<file path="config.mk">
export PLATFORM = sky130hd
export DESIGN_NAME = player_mover
export DESIGN_NICKNAME = d
export VERILOG_FILES = /design/src/rtl/player_mover.sv
export SDC_FILE = /design/constraint.sdc
export NUM_CORES = 1
export LEC_CHECK = 0
export CAP_MARGIN = 20
export CELL_PAD_IN_SITES_DETAIL_PLACEMENT = 0
export CELL_PAD_IN_SITES_GLOBAL_PLACEMENT = 1
export CORE_MARGIN = 2
export CORE_UTILIZATION = 36
export CTS_BUF_LIST = sky130_fd_sc_hd__clkbuf_8 sky130_fd_sc_hd__clkbuf_16
export CTS_CLUSTER_SIZE = 24
export DETAILED_ROUTE_END_ITERATION = 8
export PLACE_DENSITY_LB_ADDON = 0.3
export SYNTH_ARGS = -nofsm -noshare
export SYNTH_HDL_FRONTEND = slang
export SYNTH_SLANG_ARGS = --single-unit
</file>
<file path="constraint.sdc">
create_clock -name clk -period 1.9 [get_ports clk]
set_input_delay 0.38 -clock clk [delete_from_list [all_inputs] [get_ports clk]]
set_output_delay 0.38 -clock clk [all_outputs]
set_load 0.1 [all_outputs]
</file>
<file path="src/rtl/player_mover.sv">
// ---------------------------------------------------------------------------
// player_mover
//
// Moves a solid SPR_W x SPR_H sprite around a frame buffer one pixel per
// accepted request. Move requests are only taken on a slow movement tick
// while the mover is idle. Each candidate target is checked against an
// external obstacle map before the sprite is erased at its old position and
// redrawn at the new one. Reaching the goal position latches did_win and
// parks the mover until reset.
//
// Ports
//   clk         single clock
//   reset       synchronous, active-high
//   move_valid  move request present
//   move_dir    0 none, 1 up, 2 down, 3 left, 4 right, 5-7 none
//   move_ready  request accepted this cycle (idle and on a tick)
//   map_rd      obstacle-map read strobe
//   map_x/y     obstacle-map read address (candidate target)
//   map_black   obstacle bit, valid the cycle after map_rd
//   plot        write vga_color at (vga_x, vga_y)
//   vga_x/y     pixel address
//   vga_color   pixel colour
//   xpos/ypos   current sprite top-left position
//   busy        high in every state except IDLE and WIN
//   did_win     sticky goal flag
// ---------------------------------------------------------------------------
module player_mover #(
    parameter int          X_W         = 8,
    parameter int          Y_W         = 7,
    parameter int          X_MAX       = 159,
    parameter int          Y_MAX       = 119,
    parameter int          SPR_W       = 4,
    parameter int          SPR_H       = 4,
    parameter int          TICK_CYCLES = 524288,
    parameter int          X_INIT      = 0,
    parameter int          Y_INIT      = 0,
    parameter int          WIN_X       = 150,
    parameter int          WIN_Y       = 110,
    parameter logic [2:0]  FG_COLOR    = 3'b100,
    parameter logic [2:0]  BG_COLOR    = 3'b000
) (
    input  logic           clk,
    input  logic           reset,
    input  logic           move_valid,
    input  logic [2:0]     move_dir,
    output logic           move_ready,
    output logic           map_rd,
    output logic [X_W-1:0] map_x,
    output logic [Y_W-1:0] map_y,
    input  logic           map_black,
    output logic           plot,
    output logic [X_W-1:0] vga_x,
    output logic [Y_W-1:0] vga_y,
    output logic [2:0]     vga_color,
    output logic [X_W-1:0] xpos,
    output logic [Y_W-1:0] ypos,
    output logic           busy,
    output logic           did_win
);

    localparam int TICK_W = (TICK_CYCLES > 1) ? $clog2(TICK_CYCLES) : 1;
    localparam int CX_W   = (SPR_W > 1) ? $clog2(SPR_W) : 1;
    localparam int CY_W   = (SPR_H > 1) ? $clog2(SPR_H) : 1;

    localparam logic [TICK_W-1:0] TICK_LAST = TICK_W'(TICK_CYCLES - 1);
    localparam logic [CX_W-1:0]   CX_LAST   = CX_W'(SPR_W - 1);
    localparam logic [CY_W-1:0]   CY_LAST   = CY_W'(SPR_H - 1);

    typedef enum logic [2:0] {
        INIT_DRAW,
        IDLE,
        CHECK,
        CHECK_WAIT,
        ERASE,
        UPDATE,
        DRAW,
        WIN
    } state_t;

    state_t state, next_state;

    logic [TICK_W-1:0] tick_cnt;
    logic              tick;

    logic [CX_W-1:0]   cx;
    logic [CY_W-1:0]   cy;
    logic              scanning;
    logic              scan_last;

    logic [X_W-1:0]    target_x;
    logic [Y_W-1:0]    target_y;
    logic [X_W-1:0]    cand_x;
    logic [Y_W-1:0]    cand_y;
    logic              move_ok;
    logic              accept;
    logic              at_win;

    // -----------------------------------------------------------------------
    // Movement tick: free-running in every state, wraps at TICK_CYCLES-1.
    // -----------------------------------------------------------------------
    assign tick = (tick_cnt == TICK_LAST);

    // NOTE: clocked state uses non-blocking assignments so every register
    // samples the pre-edge values of the others, independent of block order.
    always_ff @(posedge clk) begin
        if (reset) begin
            tick_cnt <= '0;
        end else if (tick) begin
            tick_cnt <= '0;
        end else begin
            tick_cnt <= tick_cnt + 1'b1;
        end
    end

    // -----------------------------------------------------------------------
    // Request handshake. Outputs are forced low while reset is held so the
    // cycle after a reset is sampled never plots, reads or accepts.
    // -----------------------------------------------------------------------
    assign move_ready = (state == IDLE) && tick && !reset;
    assign accept     = move_ready && move_valid;

    // Candidate target: one step on the chosen axis, rejected at the edges
    // instead of wrapping. Unknown directions leave move_ok low.
    // NOTE: every signal written here gets a default first; a path that
    // leaves one unassigned would infer a latch.
    always_comb begin
        cand_x  = xpos;
        cand_y  = ypos;
        move_ok = 1'b0;
        case (move_dir)
            3'd1: if (ypos != '0) begin
                cand_y  = ypos - Y_W'(1);
                move_ok = 1'b1;
            end
            3'd2: if (ypos < Y_W'(Y_MAX)) begin
                cand_y  = ypos + Y_W'(1);
                move_ok = 1'b1;
            end
            3'd3: if (xpos != '0) begin
                cand_x  = xpos - X_W'(1);
                move_ok = 1'b1;
            end
            3'd4: if (xpos < X_W'(X_MAX)) begin
                cand_x  = xpos + X_W'(1);
                move_ok = 1'b1;
            end
            default: ;
        endcase
    end

    // Target is captured on acceptance so later move_dir changes are ignored.
    always_ff @(posedge clk) begin
        if (reset) begin
            target_x <= X_W'(X_INIT);
            target_y <= Y_W'(Y_INIT);
        end else if (accept) begin
            target_x <= cand_x;
            target_y <= cand_y;
        end
    end

    // -----------------------------------------------------------------------
    // Position and goal flag
    // -----------------------------------------------------------------------
    assign at_win = (xpos == X_W'(WIN_X)) && (ypos == Y_W'(WIN_Y));

    always_ff @(posedge clk) begin
        if (reset) begin
            xpos <= X_W'(X_INIT);
            ypos <= Y_W'(Y_INIT);
        end else if (state == UPDATE) begin
            xpos <= target_x;
            ypos <= target_y;
        end
    end

    // Only a completed DRAW counts; the initial draw never sets the flag.
    always_ff @(posedge clk) begin
        if (reset) begin
            did_win <= 1'b0;
        end else if ((state == DRAW) && scan_last && at_win) begin
            did_win <= 1'b1;
        end
    end

    // -----------------------------------------------------------------------
    // Sprite scan, x fastest. Counters idle at zero outside the draw states
    // so each scan starts at the top-left pixel.
    // -----------------------------------------------------------------------
    assign scanning  = (state == INIT_DRAW) || (state == ERASE) || (state == DRAW);
    assign scan_last = (cx == CX_LAST) && (cy == CY_LAST);

    always_ff @(posedge clk) begin
        if (reset || !scanning) begin
            cx <= '0;
            cy <= '0;
        end else if (cx == CX_LAST) begin
            cx <= '0;
            cy <= scan_last ? '0 : cy + 1'b1;
        end else begin
            cx <= cx + 1'b1;
        end
    end

    // -----------------------------------------------------------------------
    // Control FSM
    // -----------------------------------------------------------------------
    always_ff @(posedge clk) begin
        if (reset) begin
            state <= INIT_DRAW;
        end else begin
            state <= next_state;
        end
    end

    always_comb begin
        next_state = state;
        case (state)
            INIT_DRAW:  if (scan_last) next_state = IDLE;
            // Null and unknown moves are accepted but simply stay in IDLE.
            IDLE:       if (accept && move_ok) next_state = CHECK;
            CHECK:      next_state = CHECK_WAIT;
            CHECK_WAIT: next_state = map_black ? IDLE : ERASE;
            ERASE:      if (scan_last) next_state = UPDATE;
            UPDATE:     next_state = DRAW;
            DRAW:       if (scan_last) next_state = at_win ? WIN : IDLE;
            WIN:        next_state = WIN;
            default:    next_state = INIT_DRAW;
        endcase
    end

    // -----------------------------------------------------------------------
    // Outputs
    // -----------------------------------------------------------------------
    assign busy      = (state != IDLE) && (state != WIN);
    assign map_rd    = (state == CHECK) && !reset;
    assign map_x     = target_x;
    assign map_y     = target_y;

    assign plot      = scanning && !reset;
    assign vga_color = (state == ERASE) ? BG_COLOR : FG_COLOR;
    assign vga_x     = xpos + X_W'(cx);
    assign vga_y     = ypos + Y_W'(cy);

endmodule

</file>
Word level (Yosys, flattened, before mapping)
Index checks and enable logic that the tools add are counted.
- output and inout port bits: 53
- word-level logic and storage cells: 84
- bits of input ports: 7
- register bits after elaboration: 57
- $add $sub $neg: 9
- $lt $le $gt $ge: 2
- equal/unequal tests: 22
- muxes and demuxes: 20
- reduce and logical (&&, ||, !) cells: 22
- operators by type and width (operator ; number):
    3-bit one-hot mux with 8 select lines ; 1
    3-bit 2-to-1 mux ; 7
    19-bit by 1-bit adder with 19-bit output (second input constant) ; 1
    19-bit equality test (second input constant) ; 1
    8-bit 2-to-1 mux ; 2
    8-bit one-hot mux with 2 select lines ; 1
    3-bit equality test (second input constant) ; 5
    7-bit 2-to-1 mux ; 2
    7-bit one-hot mux with 2 select lines ; 1
    3-bit by 2-bit equality test with 1-bit output (second input constant) ; 4
    1-bit logical AND ; 11
    8-bit by 1-bit adder with 8-bit output (second input constant) ; 1
    8-bit by 2-bit adder with 8-bit output ; 1
    8-bit equality test (second input constant) ; 1
    8-bit < comparator (second input constant) ; 1
    8-bit nonzero test ; 1
    8-bit by 1-bit subtractor with 8-bit output (second input constant) ; 1
    7-bit by 1-bit adder with 7-bit output (second input constant) ; 1
    7-bit by 2-bit adder with 7-bit output ; 1
    7-bit equality test (second input constant) ; 1
    7-bit < comparator (second input constant) ; 1
    7-bit nonzero test ; 1
    7-bit by 1-bit subtractor with 7-bit output (second input constant) ; 1
    3-bit by 1-bit equality test with 1-bit output (second input constant) ; 2
    other kinds (14) ; 25

Longest topological paths before layout
Gate-level depths: netlist of the first run.
- word-level depth: 7
- gate-level depth with buffers: 8
- mapped depth without buffers: 7

Least setup slack after synthesis of the first run
Ideal clock, no wire load.
- kind: reg-to-output
- start: register ypos[1]
- end: output port vga_y[6]
- path buffers: 1
- cell stages (with the launch flop): 6
- data arrival time: 3.557 ns
- slack: -2.037 ns
- data required time: 1.520 ns
- cell sequence: dfxtp_1 -> clkbuf_1 -> inv_1 -> fa_1 -> nor3_1 -> xor2_1
- cells in the longest elaborated chain, start to end: 1
- RTL lines (item ; line ; source):
    start, declared ; 56 ; output logic [Y_W-1:0] ypos,
    start signal, assigned ; 170 ; ypos <= Y_W'(Y_INIT);
    start signal, assigned ; 173 ; ypos <= target_y;
    7-bit by 2-bit adder with 7-bit output ; 243 ; assign vga_y = ypos + Y_W'(cy);
    end, declared ; 53 ; output logic [Y_W-1:0] vga_y,
Every way passes these cells.

Worst setup path in the final report of the first run
Same ends and word-level chain as after synthesis.

==> summary.txt, run 1 <==
Run status
  • Status: finished with violations
  • Failing checks: setup timing

Global routing
  • GRT Total Usage: 21.3%
  • First-pass GRT wire length: 19,100 um
  • Number of global-route vias before repair: 3,779
  • Global route overflow: 0
  • Largest net degree at the start of global routing: 25
  • Initial antenna violation count: 0

Synth
  • Area of the mapped netlist: 3670 um^2
  • Post-synth EDFFs: 0
  • Area leader, netlist: dfxtp_1
  • Warnings, synthesis: 0
  • Top post-synthesis cells by area: dfxtp_1, nand2_1, ha_1
  • Synthesized area per cell: 8.27 um^2
  • Commonest register cell after synthesis: dfxtp_1
  • Synth cell types: 68
  • Register area share after synthesis: 31.1%
  • Cells after synthesis: 444
  • Synth Register Bits: 57
  • Area share of the largest cell type after synthesis: 31.1%
  • Asr flop ratio synth: 0%

Cells and area
  • Commonest non-fill, non-tap cell in the layout: buf_4
  • Most frequent cells in the layout: buf_4, buf_12, nand2_1
  • Inserted Diodes: 0
  • Number of filler cells placed in the layout: 790
  • Total Nets Final: 616
  • Finished Layout Cells: 730
  • Syn-to-layout area delta: 79.8%
  • Share of layout cells above drive strength 1: 49.9%

Drt
  • WL final: 11,500 um
  • Routed len/inst: 15.7 um
  • DR DRC count: 0
  • Via density: 5.25
  • DR vias: 3,835
  • DR pass1 iterations: 4
  • DR iter-0 viols: 139
  • Post-route ant nets: 0

Worst setup path
  • CP arrival: 1.92 ns
  • Startpoint types: flip-flop
  • Critical Path RT: 1.52 ns
  • FF-to-FF setup slack: -0.11 ns
  • Worst setup EP type: output port
  • Worst-path cell chain: inv_4 -> buf_6 -> fa_2 -> nor3_4 -> xor2_4 -> buf_12
  • Max incr delay on CP: 0.43 ns
  • Slowest cell on crit path: fa_2
  • Worst setup path class: flip-flop to output port
  • Critical path fanouts, max: 4

STA
  • Achievable Freq: 435 MHz
  • # setup viols final: 19
  • Worst Clk Skew: 0.0135 ns
  • Post-layout min period: 2.30 ns
  • Fin. Hold Viols: 0
  • Worst setup margin: -0.399 ns
  • Setup TNS: -4.20 ns
  • RSZ-0062 raised after global routing: yes
  • Max_slew headroom: 58.1%
  • Tcrit/Tclk final: 121%
  • Slew Limit Fails: 0
  • Slew @ Worst Pin: 0.622 ns

Clock tree
  • CTS Hold Bufs: 0
  • Clk sinks: 57
  • Reg clk slew, reported paths: 0.07 ns
  • H-tree depth: 3
  • Max clock buf depth: 2
  • CTS tree: built
  • Clk_lat worst skew: 0.35 ns
  • Root Driver: clkbuf_8
  • CTS Buf Count: 9

Floorplanning
  • Cell Rows: 36
  • Starting Density: 37.4%
  • Total die area: 11,000 um^2
  • Die Wd: 105 um
  • Core ar.: 9820 um^2
  • Die height: 105 um
  • I/O pins: 60

Pwr
  • VDD IR max: 0.345 mV
  • Pwr/cell area: 391 nW/um^2
  • PnR Total Power: 0.00258 W
  • Static leakage power: 2.61 nW

Hold path
  • HP Class: flip-flop to flip-flop

Flow run
  • Number of max-cap violations: 0

Placed design
  • PortBufs: 57
  • Placed Cells: 683
  • Post-DP HPWL: 8200 um
  • GP Congestion: 0.936
## synthesized netlist by cell type (3+ instances only)
cell type,number
and4_1,4
nor2b_1,3
a211oi_1,6
nor4_4,3
nand2_1,55
nor3_1,16
a22o_1,3
nand2b_1,4
o211ai_1,3
and3_1,8
ha_1,15
inv_1,22
o21bai_1,5
buf_1,4
or3_1,3
nor3b_1,9
xor2_1,11
xnor2_1,20
o31ai_1,3
a21o_1,5
nand3b_1,6
nand3_1,9
nor4_1,5
a21oi_1,25
dfxtp_1,57
nand4_1,7
o21ai_0,10
clkbuf_1,13
mux2i_1,6
buf_4,5
nor2_1,40
buf_2,7
a31oi_1,8
## layout make-up
cell class                      count  area (um^2)  area share, %
Clock buffer                       10          149           2.26
Clock inverter                      6         32.5          0.493
Inverter                           22         98.8           1.50
Multi-Input combinational cell    335         2910           44.2
Sequential cell                    57         1220           18.5
Tap cell                          133          166           2.52
Timing Repair Buffer              167         2020           30.5
## report_power, final
part	leakage, nW	internal, W	total, W	switching [W]
Sequential	0.480	0.00119	0.00121	0.0000189
Combinational	2.02	0.000132	0.000316	0.000183
Clock	0.104	0.000541	0.00105	0.000513
Total	2.61	0.00186	0.00258	0.000716
## sequential cells by signal, summed over array words and instances (netlist names)
| name | flops |
|---|---|
| tick_cnt | 19 |
| map_x | 8 |
| xpos | 8 |
| map_y | 7 |
| ypos | 7 |
| state | 3 |
| cx | 2 |
| cy | 2 |
| did_win | 1 |
## per-layer routing
metal  share of wire (%)  up-vias  global-route usage (%)
li1                    -     1867                       -
met1                  43     1849                    28.3
met2                  51      105                    36.0
met3                 5.5       14                    3.99
met4                0.92        0                    4.48
met5                   0        -                       0
## worst max-delay path: cells and delay by family, from the launching register on
kind | cells | cell delay (ns)
and+or+nand+nor | 1 | 0.25
DFF | 1 | 0.37
buffers and inverters | 3 | 0.33
adders and majority gates | 1 | 0.43
xor gates and xnor gates | 1 | 0.19
## final timing paths
kind,startpoint,end,cells after the start
setup / recovery,ypos[1],vga_y[6],6
hold / removal,map_x[4],xpos[4],2
setup reg to reg,ypos[1],map_y[5],9
hold reg to reg,map_x[4],xpos[4],2
## metrics by stage
stage / cell area (um^2) / hold slack [ns] / utilization, % / setup slack, ns
5_1_grt: 6600 / 0.520 / 67.2 / -0.484
2_1_floorplan: 4070 / 0.430 / - / -0.569
3_5_place_dp: 5780 / 0.488 / 58.8 / -0.338
6_report: 6600 / 0.494 / 67.2 / -0.399
3_3_place_gp: 5780 / 0.480 / 58.8 / -0.304
4_1_cts: 6270 / 0.499 / 63.8 / -0.428
## cells by family after synthesis
| kind of cell | synth area share, % |
|---|---|
| xor+xnor | 7.40 |
| buf+inv | 6.82 |
| compound gates | 17.8 |
| flops | 31.1 |
| simple gates | 29.0 |
| fa+ha+maj | 6.20 |
| mux | 1.64 |
| other cells | 0.102 |
## timing repair
action / CTS / global route
gates resized for setup: 49 / 56
gates cloned: 0 / 0
endpoints found under the setup margin: 28 / 34
hold endpoints to repair: 0 / 0
pin swaps: 37 / 27
setup buffers: 18 / 15
(Power assumes the default switching activity.)
==> run 2: changes to the inputs <==
--- a/config.mk
+++ b/config.mk
@@ -8,8 +8,9 @@
 export CAP_MARGIN = 20
 export CELL_PAD_IN_SITES_DETAIL_PLACEMENT = 0
 export CELL_PAD_IN_SITES_GLOBAL_PLACEMENT = 1
+export CORE_ASPECT_RATIO = 1.4
 export CORE_MARGIN = 2
-export CORE_UTILIZATION = 36
+export CORE_UTILIZATION = 40
 export CTS_BUF_LIST = sky130_fd_sc_hd__clkbuf_8 sky130_fd_sc_hd__clkbuf_16
 export CTS_CLUSTER_SIZE = 24
 export DETAILED_ROUTE_END_ITERATION = 8
==> constraint.sdc (replaced) <==
create_clock -name clk -period 2.8 [get_ports clk]
set_input_delay 0.56 -clock clk [delete_from_list [all_inputs] [get_ports clk]]
set_output_delay 0.56 -clock clk [all_outputs]
set_load 0.1 [all_outputs]
==> run 2 against run 1 <==
Net effect:
- the flow now finishes without violations
- clock power grew 13%
- highest routed layer unchanged
- total power shrank 16%
- clock skew shrank 0.0081 ns
==> summary.txt, run 2 (same netlist as run 1, synthesis figures left out) <==
Global routing
  • Global route overflow: 0 (unchanged)
  • Largest net degree at the start of global routing: 23 (-8.0%)
  • Number of global-route vias before repair: 3,301 (-13%)
  • GRT Total Usage: 20.9% (-0.43 points)
  • Initial antenna violation count: 0 (unchanged)
  • First-pass GRT wire length: 16,600 um (-13%)

Floorplanning
  • Total die area: 9970 um^2 (-9.5%)
  • I/O pins: 60 (unchanged)
  • Die Wd: 85.0 um (-19%)
  • Core ar.: 8980 um^2 (-8.6%)
  • Die height: 117 um (+12%)
  • Starting Density: 40.9% (+3.5 points)
  • Cell Rows: 41 (+14%)

Placed design
  • PortBufs: 57 (unchanged)
  • Post-placement setup slack: 0.330 ns (+0.668 ns)
  • GP Congestion: 0.923 (-1.3%)
  • Post-DP HPWL: 7440 um (-9.3%)

Cells and area
  • Max reg flops: 19 (unchanged)
  • Share of layout cells above drive strength 1: 24.6% (-25 points)
  • Total Nets Final: 520 (-16%)
  • Syn-to-layout area delta: 34.3%
  • Top reg by flops: tick_cnt
  • Most frequent cells in the layout: nand2_1, buf_4, dfxtp_1
  • Inserted Diodes: 0 (unchanged)
  • Final Util: 54.9% (-12 points)
  • Commonest non-fill, non-tap cell in the layout: nand2_1

Clock tree
  • CTS Buf Count: 9 (unchanged)
  • CTS tree: built
  • Clk sinks: 57 (unchanged)
  • Reg clk slew, reported paths: 0.06 ns (about the same)
  • Root Driver: clkbuf_16
  • Clk_lat worst skew: 0.33 ns (-0.02 ns)
  • Post-CTS setup repair buffer count: 0 (-18)
  • H-tree depth: 3 (unchanged)
  • Max clock buf depth: 2 (unchanged)

STA
  • Fin. Hold Viols: 0 (unchanged)
  • Tcrit/Tclk final: 97.5%
  • Achievable Freq: 366 MHz
  • Max_slew headroom: 41.3% (-17 points)
  • Slew Limit Fails: 0 (unchanged)
  • Slew @ Worst Pin: 0.872 ns (+0.250 ns)
  • Post-layout min period: 2.73 ns
  • RSZ-0062 raised after global routing: yes
  • Worst setup margin: 0.0698 ns (+0.469 ns)
  • # setup viols final: 0 (-19)
  • Worst Clk Skew: 0.00538 ns (-0.00807 ns)

Hold path
  • HP Class: flip-flop to flip-flop

Worst setup path
  • CP arrival: 2.17 ns (+0.25 ns)
  • Worst setup EP type: output port
  • Crit path capture: vga_x[6]
  • Startpoint types: flip-flop
  • Reg2reg path depth: 7 (-2)
  • FF-to-FF setup slack: 0.62 ns (+0.73 ns)
  • Worst R2R Start: xpos[1]
  • Worst setup path class: flip-flop to output port
  • Critical path fanouts, max: 8 (+4)
  • Critical Path RT: 2.24 ns (+0.72 ns)
  • FF-to-FF End: map_x[1]
  • Crit path from: xpos[0]

Pwr
  • Pwr/cell area: 441 nW/um^2 (+13%)
  • VDD IR max: 0.368 mV (+6.6%)
  • Static leakage power: 1.96 nW (-25%)
  • PnR Total Power: 0.00217 W (-16%)

Drt
  • DR iter-0 viols: 155 (+12%)
  • DR DRC count: 0 (unchanged)
  • Via density: 5.60 (+6.5%)
  • DR vias: 3,402 (-11%)
  • Routed len/inst: 16.8 um (+6.6%)
  • Post-route ant nets: 0 (unchanged)
  • WL final: 10,200 um (-11%)
  • DR pass1 iterations: 4 (unchanged)

Flow run
  • Number of max-cap violations: 0 (unchanged)

Run status
  • Status: finished, final reports clean
-- run 2: worst min-delay path by stage --
| stage | to | slack (ns) | from | depth (start not counted) |
|---|---|---|---|---|
| 6_report | ypos[5] | 0.46 | map_y[5] | 2 |
| 5_1_grt | xpos[0] | 0.49 | map_x[0] | 2 |
| 4_1_cts | xpos[0] | 0.46 | map_x[0] | 2 |
| 3_5_place_dp | xpos[0] | 0.45 | map_x[0] | 2 |
| 3_3_place_gp | xpos[2] | 0.45 | map_x[2] | 2 |
| 2_1_floorplan | tick_cnt[0] | 0.43 | tick_cnt[0] | 1 |
-- run 2: cell type report --
cell class	instances	area, um^2
fillers	798	4050
multi-input cells	335	2480
flip-flops and latches	57	1160
repair buffers	71	748
clock buffers	9	225
well taps	107	134
clock inverters	7	95.1
inverters	22	82.6
-- run 2: metal layers --
layer	global-route usage (%)	routed length, um
met1	24.4	4170
met2	36.3	5280
met3	4.79	455
met4	8.04	284
met5	0	0
-- run 2: per-stage QoR --
step / hold WS, ns / setup TNS, ns / cell area (um^2) / instances
floorplan: 0.430 / -0.365 / 3890 / 445
global placement: 0.446 / 0 / 4610 / 592
detailed placement: 0.453 / 0 / 4610 / 592
CTS: 0.462 / 0 / 4930 / 608
global route: 0.492 / -0.0659 / 4930 / 608
finish: 0.460 / 0 / 4930 / 608
-- run 2: critical path, stage by stage (launching register included) --
cell,delay [ns]
dfxtp_4,0.40
ha_1,0.18
inv_1,0.05
fa_1,0.50
nor2_1,0.32
xor2_4,0.19
buf_12,0.19
-- run 2: power by group --
part | switching [W] | internal [W] | total [W]
Clock | 0.000411 | 0.000778 | 0.00119
Combinational | 0.000106 | 0.0000498 | 0.000156
Sequential | 0.0000101 | 0.000817 | 0.000827
Total | 0.000528 | 0.00164 | 0.00217
-- run 2: timing repair --
item | CTS | global route
gates resized for setup | 1 | 0
hold buffers | 0 | 0
endpoints found under the hold margin | 0 | 0
cloned | 0 | 0
setup endpoints to repair | 1 | 2
